--- config.mk ---
export PLATFORM = sky130hd
export DESIGN_NAME = spi_axi_lite_reg_bridge_flat
export DESIGN_NICKNAME = d
export VERILOG_FILES = /design/src/rtl/spi_axi_lite_reg_bridge_pkg.sv /design/src/rtl/spi_axi_lite_reg_bridge_if.sv /design/src/rtl/spi_axi_lite_reg_bridge_timeout_cnt.sv /design/src/rtl/spi_axi_lite_reg_bridge.sv /design/src/flat_wrapper.sv
export SDC_FILE = /design/constraint.sdc
export NUM_CORES = 1
export LEC_CHECK = 0
export ABC_AREA = 1
export BUFFER_PORTS_ARGS = -buffer_cell sky130_fd_sc_hd__clkbuf_2
export CAP_MARGIN = 20
export CORE_MARGIN = 4
export CORE_UTILIZATION = 52
export CTS_CLUSTER_DIAMETER = 100
export DETAILED_ROUTE_END_ITERATION = 6
export PLACE_DENSITY_LB_ADDON = 0.15
export SYNTH_ARGS = -nofsm -noshare
export SYNTH_HDL_FRONTEND = slang
export SYNTH_SLANG_ARGS = --single-unit
--- constraint.sdc ---
create_clock -name clk_i -period 1.75 [get_ports clk_i]
set_input_delay 0.0875 -clock clk_i [delete_from_list [all_inputs] [get_ports clk_i]]
set_output_delay 0.0875 -clock clk_i [all_outputs]
set_load 0.05 [all_outputs]
--- src/rtl/spi_axi_lite_reg_bridge_pkg.sv ---
// Shared types and constants for the AXI-lite to register-bus bridge.
package spi_bridge_pkg;

  typedef enum logic [2:0] {
    IDLE,
    REG_WR,
    REG_RD,
    RESP_B,
    RESP_R
  } bridge_state_e;

  localparam logic [1:0] RESP_OKAY   = 2'b00;
  localparam logic [1:0] RESP_SLVERR = 2'b10;

  function automatic int strb_width(input int data_width);
    return data_width / 8;
  endfunction

endpackage

--- src/rtl/spi_axi_lite_reg_bridge_if.sv ---
// AXI-lite slave channels plus the downstream register bus, bundled for the bridge.
interface spi_axi_lite_reg_bridge_if #(
  parameter int AXI_ADDR_WIDTH = 32,
  parameter int AXI_DATA_WIDTH = 32
);
  localparam int STRB_W = AXI_DATA_WIDTH / 8;

  logic                      aw_valid_i;
  logic [AXI_ADDR_WIDTH-1:0] aw_addr_i;
  logic                      aw_ready_o;
  logic                      w_valid_i;
  logic [AXI_DATA_WIDTH-1:0] w_data_i;
  logic [STRB_W-1:0]         w_strb_i;
  logic                      w_ready_o;
  logic                      b_valid_o;
  logic [1:0]                b_resp_o;
  logic                      b_ready_i;
  logic                      ar_valid_i;
  logic [AXI_ADDR_WIDTH-1:0] ar_addr_i;
  logic                      ar_ready_o;
  logic                      r_valid_o;
  logic [AXI_DATA_WIDTH-1:0] r_data_o;
  logic [1:0]                r_resp_o;
  logic                      r_ready_i;

  logic                      reg_valid_o;
  logic                      reg_write_o;
  logic [AXI_ADDR_WIDTH-1:0] reg_addr_o;
  logic [AXI_DATA_WIDTH-1:0] reg_wdata_o;
  logic [STRB_W-1:0]         reg_wstrb_o;
  logic                      reg_ready_i;
  logic [AXI_DATA_WIDTH-1:0] reg_rdata_i;
  logic                      reg_error_i;

  // Bridge side: AXI-lite slave, register-bus master.
  modport slave (
    input  aw_valid_i, aw_addr_i, w_valid_i, w_data_i, w_strb_i, b_ready_i,
    input  ar_valid_i, ar_addr_i, r_ready_i,
    input  reg_ready_i, reg_rdata_i, reg_error_i,
    output aw_ready_o, w_ready_o, b_valid_o, b_resp_o,
    output ar_ready_o, r_valid_o, r_data_o, r_resp_o,
    output reg_valid_o, reg_write_o, reg_addr_o, reg_wdata_o, reg_wstrb_o
  );

  // Environment side: AXI-lite master and register target.
  modport master (
    output aw_valid_i, aw_addr_i, w_valid_i, w_data_i, w_strb_i, b_ready_i,
    output ar_valid_i, ar_addr_i, r_ready_i,
    output reg_ready_i, reg_rdata_i, reg_error_i,
    input  aw_ready_o, w_ready_o, b_valid_o, b_resp_o,
    input  ar_ready_o, r_valid_o, r_data_o, r_resp_o,
    input  reg_valid_o, reg_write_o, reg_addr_o, reg_wdata_o, reg_wstrb_o
  );

endinterface

--- src/rtl/spi_axi_lite_reg_bridge_timeout_cnt.sv ---
// Saturating wait counter; expired_o flags that MAX idle cycles have elapsed.
module spi_bridge_timeout_cnt #(
  parameter int MAX = 255
) (
  input  logic clk_i,
  input  logic rst_i,
  input  logic clear_i,
  input  logic en_i,
  output logic expired_o
);
  localparam int W = $clog2(MAX + 1);
  localparam logic [W-1:0] MAX_V = W'(MAX);

  logic [W-1:0] cnt_q, cnt_d;

  always_comb begin
    cnt_d = cnt_q;
    if (clear_i) begin
      cnt_d = '0;
    end else if (en_i && (cnt_q != MAX_V)) begin
      cnt_d = cnt_q + 1'b1;
    end
  end

  always_ff @(posedge clk_i) begin
    if (rst_i) begin
      cnt_q <= '0;
    end else begin
      cnt_q <= cnt_d;
    end
  end

  assign expired_o = (cnt_q == MAX_V);

endmodule

--- src/rtl/spi_axi_lite_reg_bridge.sv ---
// Terminates AXI-lite and issues one register-bus access per transaction,
// alternating read/write priority and bounding every access with a timeout.
module spi_axi_lite_reg_bridge
  import spi_bridge_pkg::*;
#(
  parameter int AXI_ADDR_WIDTH = 32,
  parameter int AXI_DATA_WIDTH = 32,
  parameter int TIMEOUT_CYCLES = 255
) (
  input logic clk_i,
  input logic rst_i,
  spi_axi_lite_reg_bridge_if.slave bus
);
  localparam int STRB_W = strb_width(AXI_DATA_WIDTH);

  bridge_state_e state_q, state_d;
  logic aw_held_q, aw_held_d, w_held_q, w_held_d, ar_held_q, ar_held_d;
  logic last_wr_q, last_wr_d;
  logic [AXI_ADDR_WIDTH-1:0] aw_addr_q, aw_addr_d, ar_addr_q, ar_addr_d;
  logic [AXI_DATA_WIDTH-1:0] w_data_q, w_data_d;
  logic [STRB_W-1:0]         w_strb_q, w_strb_d;

  logic aw_ready_q, aw_ready_d, w_ready_q, w_ready_d, ar_ready_q, ar_ready_d;
  logic b_valid_q, b_valid_d, r_valid_q, r_valid_d;
  logic [1:0] b_resp_q, b_resp_d, r_resp_q, r_resp_d;
  logic [AXI_DATA_WIDTH-1:0] r_data_q, r_data_d;
  logic reg_valid_q, reg_valid_d, reg_write_q, reg_write_d;
  logic [AXI_ADDR_WIDTH-1:0] reg_addr_q, reg_addr_d;
  logic [AXI_DATA_WIDTH-1:0] reg_wdata_q, reg_wdata_d;
  logic [STRB_W-1:0]         reg_wstrb_q, reg_wstrb_d;

  logic wr_pend, rd_pend, done, cnt_clear, cnt_en, expired;
  logic [1:0] resp;

  spi_bridge_timeout_cnt #(.MAX(TIMEOUT_CYCLES)) u_timeout (
    .clk_i    (clk_i),
    .rst_i    (rst_i),
    .clear_i  (cnt_clear),
    .en_i     (cnt_en),
    .expired_o(expired)
  );

  always_comb begin
    state_d     = state_q;
    aw_held_d   = aw_held_q;
    w_held_d    = w_held_q;
    ar_held_d   = ar_held_q;
    last_wr_d   = last_wr_q;
    aw_addr_d   = aw_addr_q;
    ar_addr_d   = ar_addr_q;
    w_data_d    = w_data_q;
    w_strb_d    = w_strb_q;
    b_valid_d   = b_valid_q;
    b_resp_d    = b_resp_q;
    r_valid_d   = r_valid_q;
    r_resp_d    = r_resp_q;
    r_data_d    = r_data_q;
    reg_valid_d = reg_valid_q;
    reg_write_d = reg_write_q;
    reg_addr_d  = reg_addr_q;
    reg_wdata_d = reg_wdata_q;
    reg_wstrb_d = reg_wstrb_q;
    wr_pend     = 1'b0;
    rd_pend     = 1'b0;
    done        = 1'b0;
    resp        = RESP_OKAY;
    cnt_clear   = 1'b1;
    cnt_en      = 1'b0;

    // Handshakes can only fire in IDLE since the registered readies are low elsewhere.
    if (bus.aw_valid_i && aw_ready_q) begin
      aw_held_d = 1'b1;
      aw_addr_d = bus.aw_addr_i;
    end
    if (bus.w_valid_i && w_ready_q) begin
      w_held_d = 1'b1;
      w_data_d = bus.w_data_i;
      w_strb_d = bus.w_strb_i;
    end
    if (bus.ar_valid_i && ar_ready_q) begin
      ar_held_d = 1'b1;
      ar_addr_d = bus.ar_addr_i;
    end

    case (state_q)
      IDLE: begin
        // Decide on the post-handshake view so an access starts the very next cycle.
        wr_pend = aw_held_d && w_held_d;
        rd_pend = ar_held_d;
        if (wr_pend && (!rd_pend || !last_wr_q)) begin
          last_wr_d = 1'b1;
          if (w_strb_d == '0) begin
            aw_held_d = 1'b0;
            w_held_d  = 1'b0;
            b_valid_d = 1'b1;
            b_resp_d  = RESP_OKAY;
            state_d   = RESP_B;
          end else begin
            reg_valid_d = 1'b1;
            reg_write_d = 1'b1;
            reg_addr_d  = aw_addr_d;
            reg_wdata_d = w_data_d;
            reg_wstrb_d = w_strb_d;
            state_d     = REG_WR;
          end
        end else if (rd_pend) begin
          last_wr_d   = 1'b0;
          reg_valid_d = 1'b1;
          reg_write_d = 1'b0;
          reg_addr_d  = ar_addr_d;
          reg_wdata_d = '0;
          reg_wstrb_d = '0;
          state_d     = REG_RD;
        end
      end
      REG_WR, REG_RD: begin
        cnt_clear = 1'b0;
        cnt_en    = !bus.reg_ready_i;
        done      = bus.reg_ready_i || expired;
        resp      = (bus.reg_ready_i && !bus.reg_error_i) ? RESP_OKAY : RESP_SLVERR;
        if (done) begin
          reg_valid_d = 1'b0;
          if (state_q == REG_WR) begin
            aw_held_d = 1'b0;
            w_held_d  = 1'b0;
            b_valid_d = 1'b1;
            b_resp_d  = resp;
            state_d   = RESP_B;
          end else begin
            ar_held_d = 1'b0;
            r_valid_d = 1'b1;
            r_resp_d  = resp;
            r_data_d  = bus.reg_ready_i ? bus.reg_rdata_i : '0;
            state_d   = RESP_R;
          end
        end
      end
      RESP_B: begin
        if (bus.b_ready_i) begin
          b_valid_d = 1'b0;
          state_d   = IDLE;
        end
      end
      RESP_R: begin
        if (bus.r_ready_i) begin
          r_valid_d = 1'b0;
          state_d   = IDLE;
        end
      end
      default: state_d = IDLE;
    endcase

    aw_ready_d = (state_d == IDLE) && !aw_held_d;
    w_ready_d  = (state_d == IDLE) && !w_held_d;
    ar_ready_d = (state_d == IDLE) && !ar_held_d;
  end

  always_ff @(posedge clk_i) begin
    if (rst_i) begin
      state_q     <= IDLE;
      aw_held_q   <= 1'b0;
      w_held_q    <= 1'b0;
      ar_held_q   <= 1'b0;
      last_wr_q   <= 1'b0;
      aw_addr_q   <= '0;
      ar_addr_q   <= '0;
      w_data_q    <= '0;
      w_strb_q    <= '0;
      aw_ready_q  <= 1'b0;
      w_ready_q   <= 1'b0;
      ar_ready_q  <= 1'b0;
      b_valid_q   <= 1'b0;
      b_resp_q    <= '0;
      r_valid_q   <= 1'b0;
      r_resp_q    <= '0;
      r_data_q    <= '0;
      reg_valid_q <= 1'b0;
      reg_write_q <= 1'b0;
      reg_addr_q  <= '0;
      reg_wdata_q <= '0;
      reg_wstrb_q <= '0;
    end else begin
      state_q     <= state_d;
      aw_held_q   <= aw_held_d;
      w_held_q    <= w_held_d;
      ar_held_q   <= ar_held_d;
      last_wr_q   <= last_wr_d;
      aw_addr_q   <= aw_addr_d;
      ar_addr_q   <= ar_addr_d;
      w_data_q    <= w_data_d;
      w_strb_q    <= w_strb_d;
      aw_ready_q  <= aw_ready_d;
      w_ready_q   <= w_ready_d;
      ar_ready_q  <= ar_ready_d;
      b_valid_q   <= b_valid_d;
      b_resp_q    <= b_resp_d;
      r_valid_q   <= r_valid_d;
      r_resp_q    <= r_resp_d;
      r_data_q    <= r_data_d;
      reg_valid_q <= reg_valid_d;
      reg_write_q <= reg_write_d;
      reg_addr_q  <= reg_addr_d;
      reg_wdata_q <= reg_wdata_d;
      reg_wstrb_q <= reg_wstrb_d;
    end
  end

  assign bus.aw_ready_o  = aw_ready_q;
  assign bus.w_ready_o   = w_ready_q;
  assign bus.ar_ready_o  = ar_ready_q;
  assign bus.b_valid_o   = b_valid_q;
  assign bus.b_resp_o    = b_resp_q;
  assign bus.r_valid_o   = r_valid_q;
  assign bus.r_resp_o    = r_resp_q;
  assign bus.r_data_o    = r_data_q;
  assign bus.reg_valid_o = reg_valid_q;
  assign bus.reg_write_o = reg_write_q;
  assign bus.reg_addr_o  = reg_addr_q;
  assign bus.reg_wdata_o = reg_wdata_q;
  assign bus.reg_wstrb_o = reg_wstrb_q;

endmodule
--- src/flat_wrapper.sv ---
// flat-port wrapper written by rule: the top's interface ports become plain ports
module spi_axi_lite_reg_bridge_flat import spi_bridge_pkg::*;
#(
  parameter int AXI_ADDR_WIDTH = 32,
  parameter int AXI_DATA_WIDTH = 32,
  parameter int TIMEOUT_CYCLES = 255
)
  (clk_i, rst_i, bus_aw_valid_i, bus_aw_addr_i, bus_w_valid_i, bus_w_data_i, bus_w_strb_i, bus_b_ready_i, bus_ar_valid_i, bus_ar_addr_i, bus_r_ready_i, bus_reg_ready_i, bus_reg_rdata_i, bus_reg_error_i, bus_aw_ready_o, bus_w_ready_o, bus_b_valid_o, bus_b_resp_o, bus_ar_ready_o, bus_r_valid_o, bus_r_data_o, bus_r_resp_o, bus_reg_valid_o, bus_reg_write_o, bus_reg_addr_o, bus_reg_wdata_o, bus_reg_wstrb_o);
  spi_axi_lite_reg_bridge_if #(.AXI_ADDR_WIDTH(AXI_ADDR_WIDTH), .AXI_DATA_WIDTH(AXI_DATA_WIDTH)) bus_i ();
  input logic clk_i;
  input logic rst_i;
  input wire logic [$bits(bus_i.aw_valid_i)-1:0] bus_aw_valid_i;
  input wire logic [$bits(bus_i.aw_addr_i)-1:0] bus_aw_addr_i;
  input wire logic [$bits(bus_i.w_valid_i)-1:0] bus_w_valid_i;
  input wire logic [$bits(bus_i.w_data_i)-1:0] bus_w_data_i;
  input wire logic [$bits(bus_i.w_strb_i)-1:0] bus_w_strb_i;
  input wire logic [$bits(bus_i.b_ready_i)-1:0] bus_b_ready_i;
  input wire logic [$bits(bus_i.ar_valid_i)-1:0] bus_ar_valid_i;
  input wire logic [$bits(bus_i.ar_addr_i)-1:0] bus_ar_addr_i;
  input wire logic [$bits(bus_i.r_ready_i)-1:0] bus_r_ready_i;
  input wire logic [$bits(bus_i.reg_ready_i)-1:0] bus_reg_ready_i;
  input wire logic [$bits(bus_i.reg_rdata_i)-1:0] bus_reg_rdata_i;
  input wire logic [$bits(bus_i.reg_error_i)-1:0] bus_reg_error_i;
  output wire logic [$bits(bus_i.aw_ready_o)-1:0] bus_aw_ready_o;
  output wire logic [$bits(bus_i.w_ready_o)-1:0] bus_w_ready_o;
  output wire logic [$bits(bus_i.b_valid_o)-1:0] bus_b_valid_o;
  output wire logic [$bits(bus_i.b_resp_o)-1:0] bus_b_resp_o;
  output wire logic [$bits(bus_i.ar_ready_o)-1:0] bus_ar_ready_o;
  output wire logic [$bits(bus_i.r_valid_o)-1:0] bus_r_valid_o;
  output wire logic [$bits(bus_i.r_data_o)-1:0] bus_r_data_o;
  output wire logic [$bits(bus_i.r_resp_o)-1:0] bus_r_resp_o;
  output wire logic [$bits(bus_i.reg_valid_o)-1:0] bus_reg_valid_o;
  output wire logic [$bits(bus_i.reg_write_o)-1:0] bus_reg_write_o;
  output wire logic [$bits(bus_i.reg_addr_o)-1:0] bus_reg_addr_o;
  output wire logic [$bits(bus_i.reg_wdata_o)-1:0] bus_reg_wdata_o;
  output wire logic [$bits(bus_i.reg_wstrb_o)-1:0] bus_reg_wstrb_o;
  assign bus_i.aw_valid_i = bus_aw_valid_i;
  assign bus_i.aw_addr_i = bus_aw_addr_i;
  assign bus_i.w_valid_i = bus_w_valid_i;
  assign bus_i.w_data_i = bus_w_data_i;
  assign bus_i.w_strb_i = bus_w_strb_i;
  assign bus_i.b_ready_i = bus_b_ready_i;
  assign bus_i.ar_valid_i = bus_ar_valid_i;
  assign bus_i.ar_addr_i = bus_ar_addr_i;
  assign bus_i.r_ready_i = bus_r_ready_i;
  assign bus_i.reg_ready_i = bus_reg_ready_i;
  assign bus_i.reg_rdata_i = bus_reg_rdata_i;
  assign bus_i.reg_error_i = bus_reg_error_i;
  assign bus_aw_ready_o = bus_i.aw_ready_o;
  assign bus_w_ready_o = bus_i.w_ready_o;
  assign bus_b_valid_o = bus_i.b_valid_o;
  assign bus_b_resp_o = bus_i.b_resp_o;
  assign bus_ar_ready_o = bus_i.ar_ready_o;
  assign bus_r_valid_o = bus_i.r_valid_o;
  assign bus_r_data_o = bus_i.r_data_o;
  assign bus_r_resp_o = bus_i.r_resp_o;
  assign bus_reg_valid_o = bus_i.reg_valid_o;
  assign bus_reg_write_o = bus_i.reg_write_o;
  assign bus_reg_addr_o = bus_i.reg_addr_o;
  assign bus_reg_wdata_o = bus_i.reg_wdata_o;
  assign bus_reg_wstrb_o = bus_i.reg_wstrb_o;
  spi_axi_lite_reg_bridge #(.AXI_ADDR_WIDTH(AXI_ADDR_WIDTH), .AXI_DATA_WIDTH(AXI_DATA_WIDTH), .TIMEOUT_CYCLES(TIMEOUT_CYCLES)) u_core (.clk_i(clk_i), .rst_i(rst_i), .bus(bus_i));
endmodule
==> results of run 1 <==
worst min-delay path, delay by kind of cell:
family	cells	cell delay [ns]
AND/OR/NAND/NOR	2	0.19
buffers and inverters	1	0.08
AO/OA/AOI/OAI	1	0.13
through the flow:
step           instance area, sq um  hold slack, ns  setup TNS [ns]  instances  setup WS [ns]
5_1_grt                       12700          0.0381         -0.0327       1837        -0.0327
6_report                      12700         0.00416               0       1837         0.0461
3_3_place_gp                  10400           0.323               0       1659         0.0603
3_5_place_dp                  10400           0.326          -0.129       1659        -0.0256
4_1_cts                       12600        0.000263               0       1834         0.0147
2_1_floorplan                  8990           0.235               0       1243        0.00347
registers in the layout (all words and copies together), names as in the netlist, 3 cells and up:
| signal | count |
|---|---|
| u_core.ar_addr_q | 32 |
| u_core.aw_addr_q | 32 |
| u_core.bus.r_data_o | 32 |
| u_core.bus.reg_addr_o | 32 |
| u_core.bus.reg_wdata_o | 32 |
| u_core.bus.reg_wstrb_o | 4 |
| u_core.state_q | 3 |
| u_core.u_timeout.cnt_q | 8 |
| u_core.w_data_q | 32 |
| u_core.w_strb_q | 4 |
worst max-delay path by stage:
stage | startpoint | end | depth (start not counted)
6_report | u_core.bus.w_ready_o$_SDFF_PP0_ | u_core.bus.w_ready_o$_SDFF_PP0_ | 11
5_1_grt | u_core.bus.w_ready_o$_SDFF_PP0_ | u_core.bus.w_ready_o$_SDFF_PP0_ | 11
4_1_cts | u_core.bus.w_ready_o$_SDFF_PP0_ | u_core.bus.w_ready_o$_SDFF_PP0_ | 11
3_5_place_dp | u_core.bus.w_ready_o$_SDFF_PP0_ | u_core.bus.reg_wdata_o[23]$_SDFFE_PP0P_ | 8
3_3_place_gp | u_core.u_timeout.cnt_q[0]$_SDFFE_PP0P_ | u_core.bus.w_ready_o$_SDFF_PP0_ | 10
2_1_floorplan | u_core.bus.aw_ready_o$_SDFF_PP0_ | u_core.bus.reg_wdata_o[10]$_SDFFE_PP0P_ | 10
timing repair:
| action | 4_1_cts | 5_1_grt |
|---|---|---|
| hold buffers | 136 | 0 |
| buffers inserted | 0 | 1 |
| pin swaps | 0 | 3 |
| endpoints found under the hold margin | 169 | 0 |
| gates cloned | 0 | 1 |
| setup endpoints to repair | 37 | 80 |
| gates resized for setup | 3 | 12 |
cell families (layout without fill, tap and decap cells):
group           Yosys count  after routing  share of synthesized area
xor+xnor                  3              3                    0.00293
other cells               1              3                   0.000417
simple gates            588            588                      0.270
buf+inv                 209            582                     0.0967
compound gates          216            216                      0.130
flops                   224            224                      0.499
fa+ha+maj                 1              1                    0.00139
power groups by stage:
| stage | clock, mW | combinational, mW | sequential (mW) |
|---|---|---|---|
| after floorplan | 0 | 3.07 | 7.11 |
| after global placement | 0 | 5.40 | 6.18 |
| after detailed placement | 0 | 5.49 | 6.21 |
| after CTS | 5.23 | 5.79 | 6.10 |
| after global routing | 5.44 | 6.46 | 6.18 |
| final | 5.15 | 5.94 | 6.11 |
cells in the final DEF (no fill, tap or decap), types with 18 or more instances in the layout:
cell type                         n
sky130_fd_sc_hd__clkbuf_2       248
sky130_fd_sc_hd__inv_1          126
sky130_fd_sc_hd__a21oi_1        112
sky130_fd_sc_hd__clkbuf_16       26
sky130_fd_sc_hd__o21a_1          32
sky130_fd_sc_hd__o21ai_0         69
sky130_fd_sc_hd__nand4_1         32
sky130_fd_sc_hd__nand3_1         57
sky130_fd_sc_hd__nand2_1        381
sky130_fd_sc_hd__buf_4           18
sky130_fd_sc_hd__dlygate4sd3_1  136
sky130_fd_sc_hd__dfxtp_1        223
sky130_fd_sc_hd__nor2_1          96
routing by layer:
metal,GRT usage,vias up,wire length [um],share of wire
met1,0.313,4193,10900,0.40
met4,0.0911,0,892,0.033
met5,0,-,0,0
met2,0.458,395,13400,0.49
li1,-,4640,-,-
met3,0.0552,69,2100,0.077
final cells by class:
type                            instances  area [sq um]  area share
Sequential cell                       224          4490       0.354
Multi-Input combinational cell        810          3670       0.290
Timing Repair Buffer                  415          2960       0.233
Clock buffer                           31           688      0.0543
Inverter                              128           485      0.0383
Tap cell                              220           275      0.0217
Clock inverter                          8           115     0.00908
Antenna cell                            1          2.50    0.000197
synthesized netlist by cell type (all sizes together):
cell type | n | area share
o21ai | 71 | 0.040
clkbuf | 43 | 0.018
nand2 | 388 | 0.16
dfxtp | 224 | 0.50
and3 | 1 | 0.00070
o21bai | 1 | 0.00084
buf | 38 | 0.025
xnor2 | 1 | 0.00098
nor2 | 100 | 0.043
o21a | 32 | 0.027
nand3 | 62 | 0.037
inv | 128 | 0.053
ha | 1 | 0.0014
nand4 | 32 | 0.022
or2 | 3 | 0.0021
xor2 | 2 | 0.0020
nor3 | 1 | 0.00056
nor3b | 1 | 0.00084
conb | 1 | 0.00042
a21oi | 112 | 0.062
==> reports/results.txt, run 1 <==
The run finished with clean final reports. Register-to-register setup slack: 0.05 ns. The run gives 17.2 mW as the total power consumption of the routed design. The post-layout utilization of the core came out at 0.757. The Yosys step of the flow raised 0 warnings. The fmax is 0.587 GHz. The via count of the first global-routing pass was 8,773. The initialized floorplan defines 47 standard-cell rows. The vertical die dimension came out at 139 um.

The worst path buffer plus inverter count came out at 1. The worst path needs 1.70 ns of the cycle, external delays included. The count of final hold-check violations is 0, and the biggest fanout along the worst timing path is 14.

The starting density of the core is 0.536, and the summed instance area of the synthesized netlist is 8980 sq um. Setup violations remaining at the end of the flow were counted as 0. The core region is 16,800 sq um. After synthesis the netlist holds a flip-flop and latch count of 224. 252 I/O pins were placed. Summing over every cut layer, the via total after detailed routing is 9,297. For the last weighted congestion value of the routability-driven placer, the log shows 0.839.

The fraction of power consumed by sequential logic was 0.355; the number of cells on the worst reg-to-reg path was 11. The run gives 0.345 as the part of the total power dissipated in combinational logic. Sequential area share after synthesis: 0.499. The worst hold path begins at bus_reg_error_i.

The synthesized area per cell is 7.23 sq um, and the initial antenna violation count is 1. Clock edge transition at the registers on the reported setup and hold paths: 0.06 ns. Traced cell by cell, the critical path runs through nand2_4 > nand2_2 > nand2_2 > nor2_4 > nand3_4 > buf_6 > nand2_1 > nand3_2 > nand2_1 > nand2_1 > nor2_1. The relative max-transition margin came out at 0.598.

STA classifies the critical path endpoint as a register. The detail route stage leaves a number of antenna-violating nets equal to 0. Count of H-tree levels built during CTS: 1.

The worst hold path was traced through 4 stages. Worst-margin pin slew: 0.603 ns. The cell type of the slowest stage on the worst timing path was sky130_fd_sc_hd__dfxtp_2. The number of fill cells is 1,247, and the number of standard cells after synthesis is 1,242. The max-capacitance violation count came out at 0. For this block, the routed nets add up to 27.3 mm of wire. The arrival time at the worst endpoint was 2.14 ns; the number of optimization iterations in the first detailed-route pass was 5. The global routing usage summed across all routing layers is 0.259. Compared with the post-synthesis result, the final layout area differs by 41.2%. The tools report the peak supply drop as 0.000870 V.

The clock root buffer is sky130_fd_sc_hd__clkbuf_16. The critical path in this run is classified as register to register. In this run the power density over the cells is 1360 nW/um^2.

For this run, design rule violations remaining after detail routing come to 0. The via density per instance is 5.06. Counting stages on the worst path, the most repeated cell is sky130_fd_sc_hd__nand2_1.

The internal power of the cells totals 10.9 mW. The tools report the HPWL after detailed placement as 16.0 mm. The path class of the tightest hold or removal check is primary input to register. Net switching component of the power: 6.27 mW. The worst hold path endpoint is u_core.bus.b_resp_o[1]$_SDFFE_PP0P_. Clock tree synthesis found a total of 224 sinks.

The nature of the critical path startpoint was a register. The first global-routing pass estimated 42.7 mm of wire. On the worst path, the slowest cell contributes a delay of 0.35 ns.

Data on the critical path is required at its endpoint by 2.19 ns. Entering global routing, the biggest net connects 66 pins. Setup repair after global routing could not meet its margin everywhere. Broken down by cell family, the worst path's largest delay share belongs to simple AND/OR/NAND/NOR gates. For the final count of pins violating max slew, the log shows 0. The final clock skew came out at 0.0201 ns. The floorplan step defined a die boundary enclosing 19,400 sq um. The worst register-to-register path ends at u_core.bus.w_ready_o$_SDFF_PP0_.

The clock network power share was 0.299; the clock network latency to the later pin of the worst-skew pair was 0.51 ns. The detailed-route wire length per cell came out at 14.9 um. The net switching fraction of the power was 0.364; the net total in the final layout was 1,745.

The overall die width was 139 um; the number of buffer cells added on primary ports was 249. The worst register-to-register path begins at u_core.bus.w_ready_o$_SDFF_PP0_. For this design the static power due to leakage is 5.94 nW. TritonCTS built the clock tree. Fraction of layout instances using a drive strength above 1: 0.210. The part of the cycle the worst path needs is 0.974, and the maximum buffer depth of the clock tree is 3. Summed over all layers, the global routing overflow is 0. For this block, the initial DRC count from the detailed router was 600. The number of CTS-inserted buffers was 24; the number of distinct standard cells referenced by the synthesized netlist was 28.
No activity file was read; power rests on OpenSTA's default activity.
==> run 2: changes to the inputs <==
- ABC_AREA: 1 -> default
- CORE_UTILIZATION: 52 -> 51
- GPL_ROUTABILITY_DRIVEN: default -> 0
==> run 2 against run 1 <==
The flow now finishes with violations (setup timing). Critical path depth fell by 3. Final cell count fell by 17%. Synthesized cell count fell by 28%. Count of clock-buffer cells in the layout rose by 1. Sequential power fell by 3%. Core utilization rose by 3.1 points.
==> reports/results.txt, run 2 <==
The via count of the first global-routing pass was 8,132; the number of buffer cells added on primary ports was 249. The startpoint identified for the worst hold timing path is bus_ar_valid_i. Summing all multi-input logic gate instances after layout gives 3650 sq um.

The clock passes through at most 3 buffers. Adding up every negative setup slack in the final design gives -1.20 ns. The overall die width is 135 um, and the area occupied by registers is 4500 sq um.

The run finished, with violations left. Among the stages of the critical path, the cell type that occurs most often is sky130_fd_sc_hd__buf_6. The largest single stage delay on the critical path is 0.49 ns. Buffers inserted during clock tree synthesis total 23. The critical path is of the register to register type. In the layout the commonest cells are 248 x sky130_fd_sc_hd__clkbuf_2, 221 x sky130_fd_sc_hd__dfxtp_1, 158 x sky130_fd_sc_hd__nand2_1, 135 x sky130_fd_sc_hd__dlygate4sd3_1, 109 x sky130_fd_sc_hd__nor2_1. The fraction of layout instances using a drive strength above 1 came out at 0.309.

The worst hold path belongs to the class primary input to register. The tools report the number of endpoints failing setup at the final stage as 51. Power spread over the standard cell area amounts to 1310 nW/um^2. Clock period minus worst slack: 1.83 ns. The area share of the largest cell type after synthesis was 0.545. In this run the worst setup path begins at u_core.bus.w_ready_o$_SDFF_PP0_. In this run the critical register-to-register path is launched from u_core.bus.w_ready_o$_SDFF_PP0_. The initial antenna violation count is 0. The clock arrives with 0.0101 ns of skew.

After detailed routing, the number of vias per cell comes to 5.23. In this run, placement finished with an instance count of 1,342. The core region is 15,800 sq um.

Dividing the detail-routed wire length by the instance count gives 17.0 um. The count of H-tree levels built during CTS is 1, and the part of the cycle the worst path needs is 1.05. Setup repair after global routing could not meet its margin everywhere. The area growth from synthesis to layout is 51.6%. Among all flip-flop cells after synthesis, the most frequent one is sky130_fd_sc_hd__dfxtp_1. Walking the worst path, the cells encountered are a21oi_4 > buf_6 > a211oi_4 > buf_6 > a221o_4 > buf_12 > nand2_2 > a21oi_2. After the first detailed-routing iteration, the DRC count stood at 556.

The arrival time at the worst endpoint is 2.19 ns, and the worst path buffer plus inverter count is 3. The sequential area share after synthesis was 0.545. The cell type of the slowest stage on the worst timing path was sky130_fd_sc_hd__a221o_4. In this run, distinct cell masters in the synthesized netlist total 47. Leaving out fill and tap cells, the most frequent cell in the layout is sky130_fd_sc_hd__clkbuf_2. The type of element capturing the critical path is a register. The number of standard cells after synthesis was 896; the global route total overflow was 0. Yosys printed 0 warnings.

For the largest net degree at the start of global routing, the log shows 88. The most common cell in the synthesized netlist is sky130_fd_sc_hd__dfxtp_1. The run gives -0.08 ns as the register-to-register setup slack. Along the worst path, the maximum fanout reaches 10. For the first-pass GRT wire length, the log shows 39.9 mm. The number of flops mapped to enable cells by yosys was 0; the max-capacitance violation count was 0.

For the final count of pins violating max slew, the log shows 0. On the critical path the largest part of the delay comes from compound AO/OA/AOI/OAI gates. For the global routing usage summed across all routing layers, the log shows 0.266. The die covers 18,200 sq um. The number of primary I/O pins is 252. Synthesis inferred 224 register bits. The clock network latency to the later pin of the worst-skew pair is 0.49 ns, and the leakage power total is 5.78 nW. Ranked by total cell area, the synthesized netlist is headed by sky130_fd_sc_hd__dfxtp_1 55%, sky130_fd_sc_hd__nand2_1 8.1%, sky130_fd_sc_hd__mux2i_1 8.0%, sky130_fd_sc_hd__nor2_1 5.0%, sky130_fd_sc_hd__a21oi_1 4.9%. Summed over all layers, the routed wires come to 26.1 mm. The fraction of registers with async set/reset came out at 0. The tree is rooted in a sky130_fd_sc_hd__clkbuf_16. Static timing analysis puts the maximum clock frequency at 0.547 GHz. Across the VDD grid, the largest voltage drop is 0.000755 V.

The post-layout utilization of the core was 0.788. The starting density of the core was 0.520; the post-layout worst setup margin was -0.0790 ns. The die is 135 um tall. The tightest hold path in the finished design has a slack of 0.0150 ns. A synthesized cell averages 9.18 sq um. The run gives 8230 sq um as the summed instance area of the synthesized netlist. By count the netlist is led by 224 x sky130_fd_sc_hd__dfxtp_1, 177 x sky130_fd_sc_hd__nand2_1, 109 x sky130_fd_sc_hd__nor2_1. Nature of the critical path startpoint: a register.

The tree built by TritonCTS fans out to 224 sinks. Once detail routing completed, the nets flagged for antenna violations numbered 0. The filler cells instantiated in the layout total 1,033.

Clock-pin slew was measured on the worst setup and hold paths at 0.06 ns. The first TritonRoute pass finished after 5 iterations. The finished layout holds 1,533 standard cells, fillers aside. The net total in the final layout was 1,444. TritonCTS built the clock tree.

The total number of vias is 8,010, and the DRC violation count after routing is 0. For the worst setup path, the data required time is 2.11 ns. The largest total area in the synthesized netlist belongs to sky130_fd_sc_hd__dfxtp_1. In this run the core area contains 46 standard-cell rows. For the count of final hold-check violations, the log shows 0. The final reports fail on setup timing. Detailed placement finished with a half-perimeter wire length of 14.2 mm.
[run 2: cell types whose count changed after synthesis, moves of 32 or more]
cell,delta
sky130_fd_sc_hd__a22oi_1,+32
sky130_fd_sc_hd__inv_1,-120
sky130_fd_sc_hd__nand3_1,-35
sky130_fd_sc_hd__nand2_1,-208
sky130_fd_sc_hd__o21ai_0,-63
sky130_fd_sc_hd__mux2i_1,+66
sky130_fd_sc_hd__a22o_1,+36
[run 2: repair_timing]
item / CTS / global route
setup endpoints to repair: 74 / 88
buffers inserted: 6 / 5
hold endpoints to repair: 136 / 0
hold buffers: 135 / 0
gates cloned: 1 / 5
resized for setup: 11 / 57
pin swaps: 7 / 28
[run 2: final cells by class]
| class | count | area share |
|---|---|---|
| Timing Repair Buffer | 444 | 0.263 |
| Sequential cell | 224 | 0.361 |
| Multi-Input combinational cell | 603 | 0.293 |
| Tap cell | 216 | 0.0217 |
| Inverter | 6 | 0.00181 |
| Clock inverter | 7 | 0.00883 |
| Antenna cell | 1 | 0.000201 |
| Clock buffer | 32 | 0.0513 |
[run 2: logic make-up (layout without fill, tap and decap cells)]
family | count (synthesis) | in the layout | synth area share
flip-flops | 224 | 224 | 0.545
other | 1 | 3 | 0.000456
adder cells (fa/ha/maj) | 1 | 1 | 0.00152
buffers and inverters | 71 | 489 | 0.0402
multiplexers | 67 | 67 | 0.0821
AND/OR/NAND/NOR | 349 | 350 | 0.180
AO/OA/AOI/OAI | 177 | 177 | 0.144
XOR/XNOR | 6 | 6 | 0.00639
[run 2: power by group]
part           switching, mW  leakage (nW)  internal, mW  total [mW]
Sequential             0.285          1.82          5.66        5.95
Combinational           3.38          3.59          2.14        5.52
Clock                   1.92         0.370          2.98        4.90
Total                   5.58          5.78          10.8        16.4
[run 2: final timing paths]
check / endpoint / cells past startpoint
worst max-delay path: u_core.bus.reg_addr_o[23]$_SDFFE_PP0P_ / 8
worst min-delay path: u_core.bus.ar_ready_o$_SDFF_PP0_ / 3
worst max register to register: u_core.bus.reg_addr_o[23]$_SDFFE_PP0P_ / 8
worst min register to register: u_core.bus.reg_addr_o[3]$_SDFFE_PP0P_ / 2
[run 2: layer usage]
metal	global-route usage	wire length, um	part of all wire
met2	0.481	13400	0.51
met1	0.312	10200	0.39
met3	0.0622	1880	0.072
met4	0.0817	614	0.024
met5	0	0	0
[run 2: tightest hold or removal path, delay by kind of cell]
family	cells	cell delay (ns)
compound gates	2	0.23
buf+inv	1	0.13
[run 2: per-stage QoR]
| step | total power, mW | cell area (sq um) | setup slack, ns |
|---|---|---|---|
| 3_3_place_gp | 10.3 | 9910 | -0.150 |
| 5_1_grt | 17.0 | 12500 | -0.136 |
| 6_report | 16.4 | 12500 | -0.0790 |
| 2_1_floorplan | 9.07 | 8260 | -0.120 |
| 4_1_cts | 15.7 | 12100 | -0.0198 |
| 3_5_place_dp | 10.4 | 9910 | -0.194 |
==> run 3: changes to the inputs <==
- CORE_ASPECT_RATIO: default -> 1.5
==> run 3 against run 2 <==
The flow still finishes with violations (setup timing). Count of clock-buffer cells in the layout decreased by 5. Register-to-register slack got worse by 0.07 ns. Via count grew 1.2%. Maximum frequency decreased by 3.7%. Wire length is 1.1% higher. Hold slack gained 0.017 ns. Critical path type unchanged. Global-route usage shrank 0.14 points. First-iteration DRC count fell by 4.0%. Clock power down 17%.
==> reports/results.txt, run 3 (synthesis gave the netlist of run 2 again) <==
The cell type of the slowest stage on the worst timing path is sky130_fd_sc_hd__a221o_2. The tools report the count of H-tree levels built during CTS as 1. At the placement stage, the worst setup path has a slack of -0.189 ns. The clock network power share was 0.256. The nature of the critical path startpoint is a register. The count of nets left with antenna violations once routing finished came out at 0.

The clock passes through at most 3 buffers. The worst path in the final design needs a cycle of 1.90 ns, including I/O delays and setup. In the final layout, the multi-input gates occupy 3630 sq um. The top cell types in the final layout, fill and taps aside, are 248 x sky130_fd_sc_hd__clkbuf_2, 220 x sky130_fd_sc_hd__dfxtp_1, 163 x sky130_fd_sc_hd__nand2_1, 135 x sky130_fd_sc_hd__dlygate4sd3_1, 109 x sky130_fd_sc_hd__nor2_1. The number of violations reported at the end of detailed-routing iteration 0 was 534. Fraction of layout instances using a drive strength above 1: 0.310. At the end of the flow, the number of nets in the layout was 1,455. The part of the cycle the worst path needs was 1.09. Dividing total power by cell area gives a power density of 1270 nW/um^2. The tools report the final clock skew as 0.0179 ns. The logs give 2.09 ns for the data required time at the worst endpoint and 0.522 for the starting density of the core.

The initial antenna violation count is 2, and the number of endpoints failing setup at the final stage is 69. The clock edge transition at the registers on the reported setup and hold paths was 0.06 ns. The startpoint identified for the worst register-to-register timing path is u_core.bus.w_ready_o$_SDFF_PP0_. The net switching fraction of the power is 0.351. The total power consumption of the routed design is 15.8 mW, and the worst-margin pin slew is 0.519 ns. For this run, the detailed router's first-pass iteration total came to 5. Clock tree synthesis inserted a total of 21 buffers. Buffers placed on the I/O ports in this run total 249.

The fraction of power consumed by sequential logic was 0.374; the fmax was 0.527 GHz. For the leakage power total, the log shows 5.80 nW. The critical path class is register to register.

Post-layout worst setup margin: -0.149 ns. The worst hold path terminates at u_core.state_q[0]$_SDFF_PP0_. The DRC violation count after routing came out at 0. The clock root buffer was sky130_fd_sc_hd__clkbuf_16. The core outline area is 15,800 sq um. From synthesis to final layout, the design area changed by 51.6%. Adding up every negative setup slack in the final design gives -5.48 ns.

The biggest fanout along the worst timing path was 5; the overall die width was 112 um. The run gives 56 as the standard-cell row count. Endpoint of the worst-slack reg-to-reg timing path: u_core.bus.reg_addr_o[4]$_SDFFE_PP0P_.

The most frequent standard cell in the layout excluding fill and tap cells was sky130_fd_sc_hd__clkbuf_2. For this design, the sink count on the clock tree is 224. Entering global routing, the biggest net connects 96 pins. In this run, placement finished with an instance count of 1,337. The final reports fail on setup timing. The finished layout holds 1,527 standard cells, fillers aside. Summed over all nets, the half-perimeter wirelength after detailed placement is 14.8 mm. The run finished, with violations left. The first global-routing pass estimated 40.2 mm of wire. Setup repair after global routing could not meet its margin everywhere. Number of stages on the worst hold path: 4.

Walking the worst path, the cells encountered are nand2_4 > mux2_4 > buf_6 > a221o_2 > buf_4 > buf_12 > nand2_2 > a21oi_1. 252 I/O pins were placed. The logs give 5.56 mW for the net switching component of the power and 0.654 for the relative max-transition margin. The global routing usage summed across all routing layers was 0.264.

The min-delay analysis places its worst path in the category primary input to register. In the routed layout, each cell is associated on average with a via count of 5.31. TritonCTS built the clock tree. The detailed-route wire length per cell came out at 17.3 um.

Across the VDD grid, the largest voltage drop is 0.000934 V. Registers take 4500 sq um. The routed layout has 8,107 vias. For this run the aggregate overflow at the end of global routing stands at 0. Summed area of non-filler cells in the final layout: 12,500 sq um. The startpoint identified for the worst hold timing path is bus_b_ready_i. For the register-to-register setup slack, the log shows -0.15 ns.

After detailed placement, the total cell area comes to 9970 sq um. The via count of the first global-routing pass is 8,178. The post-detailed-routing wire length was 26.4 mm; the max-capacitance violation count was 0. The die is 164 um tall. Cell internal power was estimated by the tool at 10.3 mW. The biggest cell delay along the critical path was 0.43 ns. The post-layout utilization of the core was 0.791. The tools report the minimum hold slack as 0.0317 ns. For the worst flop-to-flop path, the logic depth is 8. The count of final hold-check violations is 0, and the area enclosed by the die boundary is 18,300 sq um. The run gives 2.24 ns as the arrival time at the worst endpoint. The part of the total power dissipated in combinational logic came out at 0.369.

The logs give 0 for the final count of pins violating max slew and 0.49 ns for the clock network latency to the later pin of the worst-skew pair. The tools report the number of fill cells as 1,043. The worst setup path is captured at a register.
-- run 3: changes by cell type in the layout (fill, tap and decap cells not counted), sizes merged --
cell / previous run / this run
clkbuf: 283 / 280
buf: 58 / 69
bufinv: 3 / 0
clkinv: 4 / 2
diode: 1 / 2
clkinvlp: 0 / 3
-- run 3: layout make-up --
class	count	share of cell area
inverter	6	0.00181
sequential	224	0.361
clock inverter	5	0.00261
tap	203	0.0204
clock buffer	27	0.0447
multi-input combinational	603	0.291
antenna	2	0.000401
timing repair buffer	457	0.279
-- run 3: worst max-delay path, delay by kind of cell, from the launching register on --
family          cells  cell delay, ns
compound gates      2            0.52
buf+inv             3            0.43
flops               1            0.37
mux                 1            0.31
simple gates        2            0.13
-- run 3: worst max-delay path by stage --
stage                                startpoint                                 endpoint  cells after the start
2_1_floorplan   u_core.bus.w_ready_o$_SDFF_PP0_  u_core.bus.reg_wdata_o[10]$_SDFFE_PP0P_                      6
3_3_place_gp      u_core.w_strb_q[0]$_SDFF_PP0_   u_core.bus.reg_wstrb_o[3]$_SDFFE_PP0P_                      5
3_5_place_dp   u_core.bus.ar_ready_o$_SDFF_PP0_   u_core.bus.reg_wstrb_o[3]$_SDFFE_PP0P_                      5
4_1_cts        u_core.bus.ar_ready_o$_SDFF_PP0_   u_core.bus.reg_wstrb_o[3]$_SDFFE_PP0P_                      5
5_1_grt         u_core.bus.w_ready_o$_SDFF_PP0_    u_core.bus.reg_addr_o[4]$_SDFFE_PP0P_                      8
6_report        u_core.bus.w_ready_o$_SDFF_PP0_    u_core.bus.reg_addr_o[4]$_SDFFE_PP0P_                      8
-- run 3: routing by layer --
metal / up-vias / wire, um / GRT usage / share of wire
met2: 300 / 13800 / 0.476 / 0.52
met5: - / 0 / 0 / 0
met3: 72 / 1550 / 0.0452 / 0.059
li1: 3879 / - / - / -
met4: 0 / 998 / 0.116 / 0.038
met1: 3856 / 10000 / 0.306 / 0.38
-- run 3: power groups by stage --
stage	clock (mW)	combinational (mW)	sequential (mW)
global placement	0	4.37	5.98
CTS	4.13	5.08	5.89
detailed placement	0	4.42	6.00
floorplan	0	2.27	6.80
finish	4.06	5.86	5.93
global route	4.33	6.22	5.98
-- run 3: timing repair --
item	CTS	global route
hold endpoints to repair	136	0
buffers inserted	2	10
gates cloned	3	6
pin swaps	22	20
hold buffers	135	0
resized for setup	7	54
setup endpoints to repair	71	78
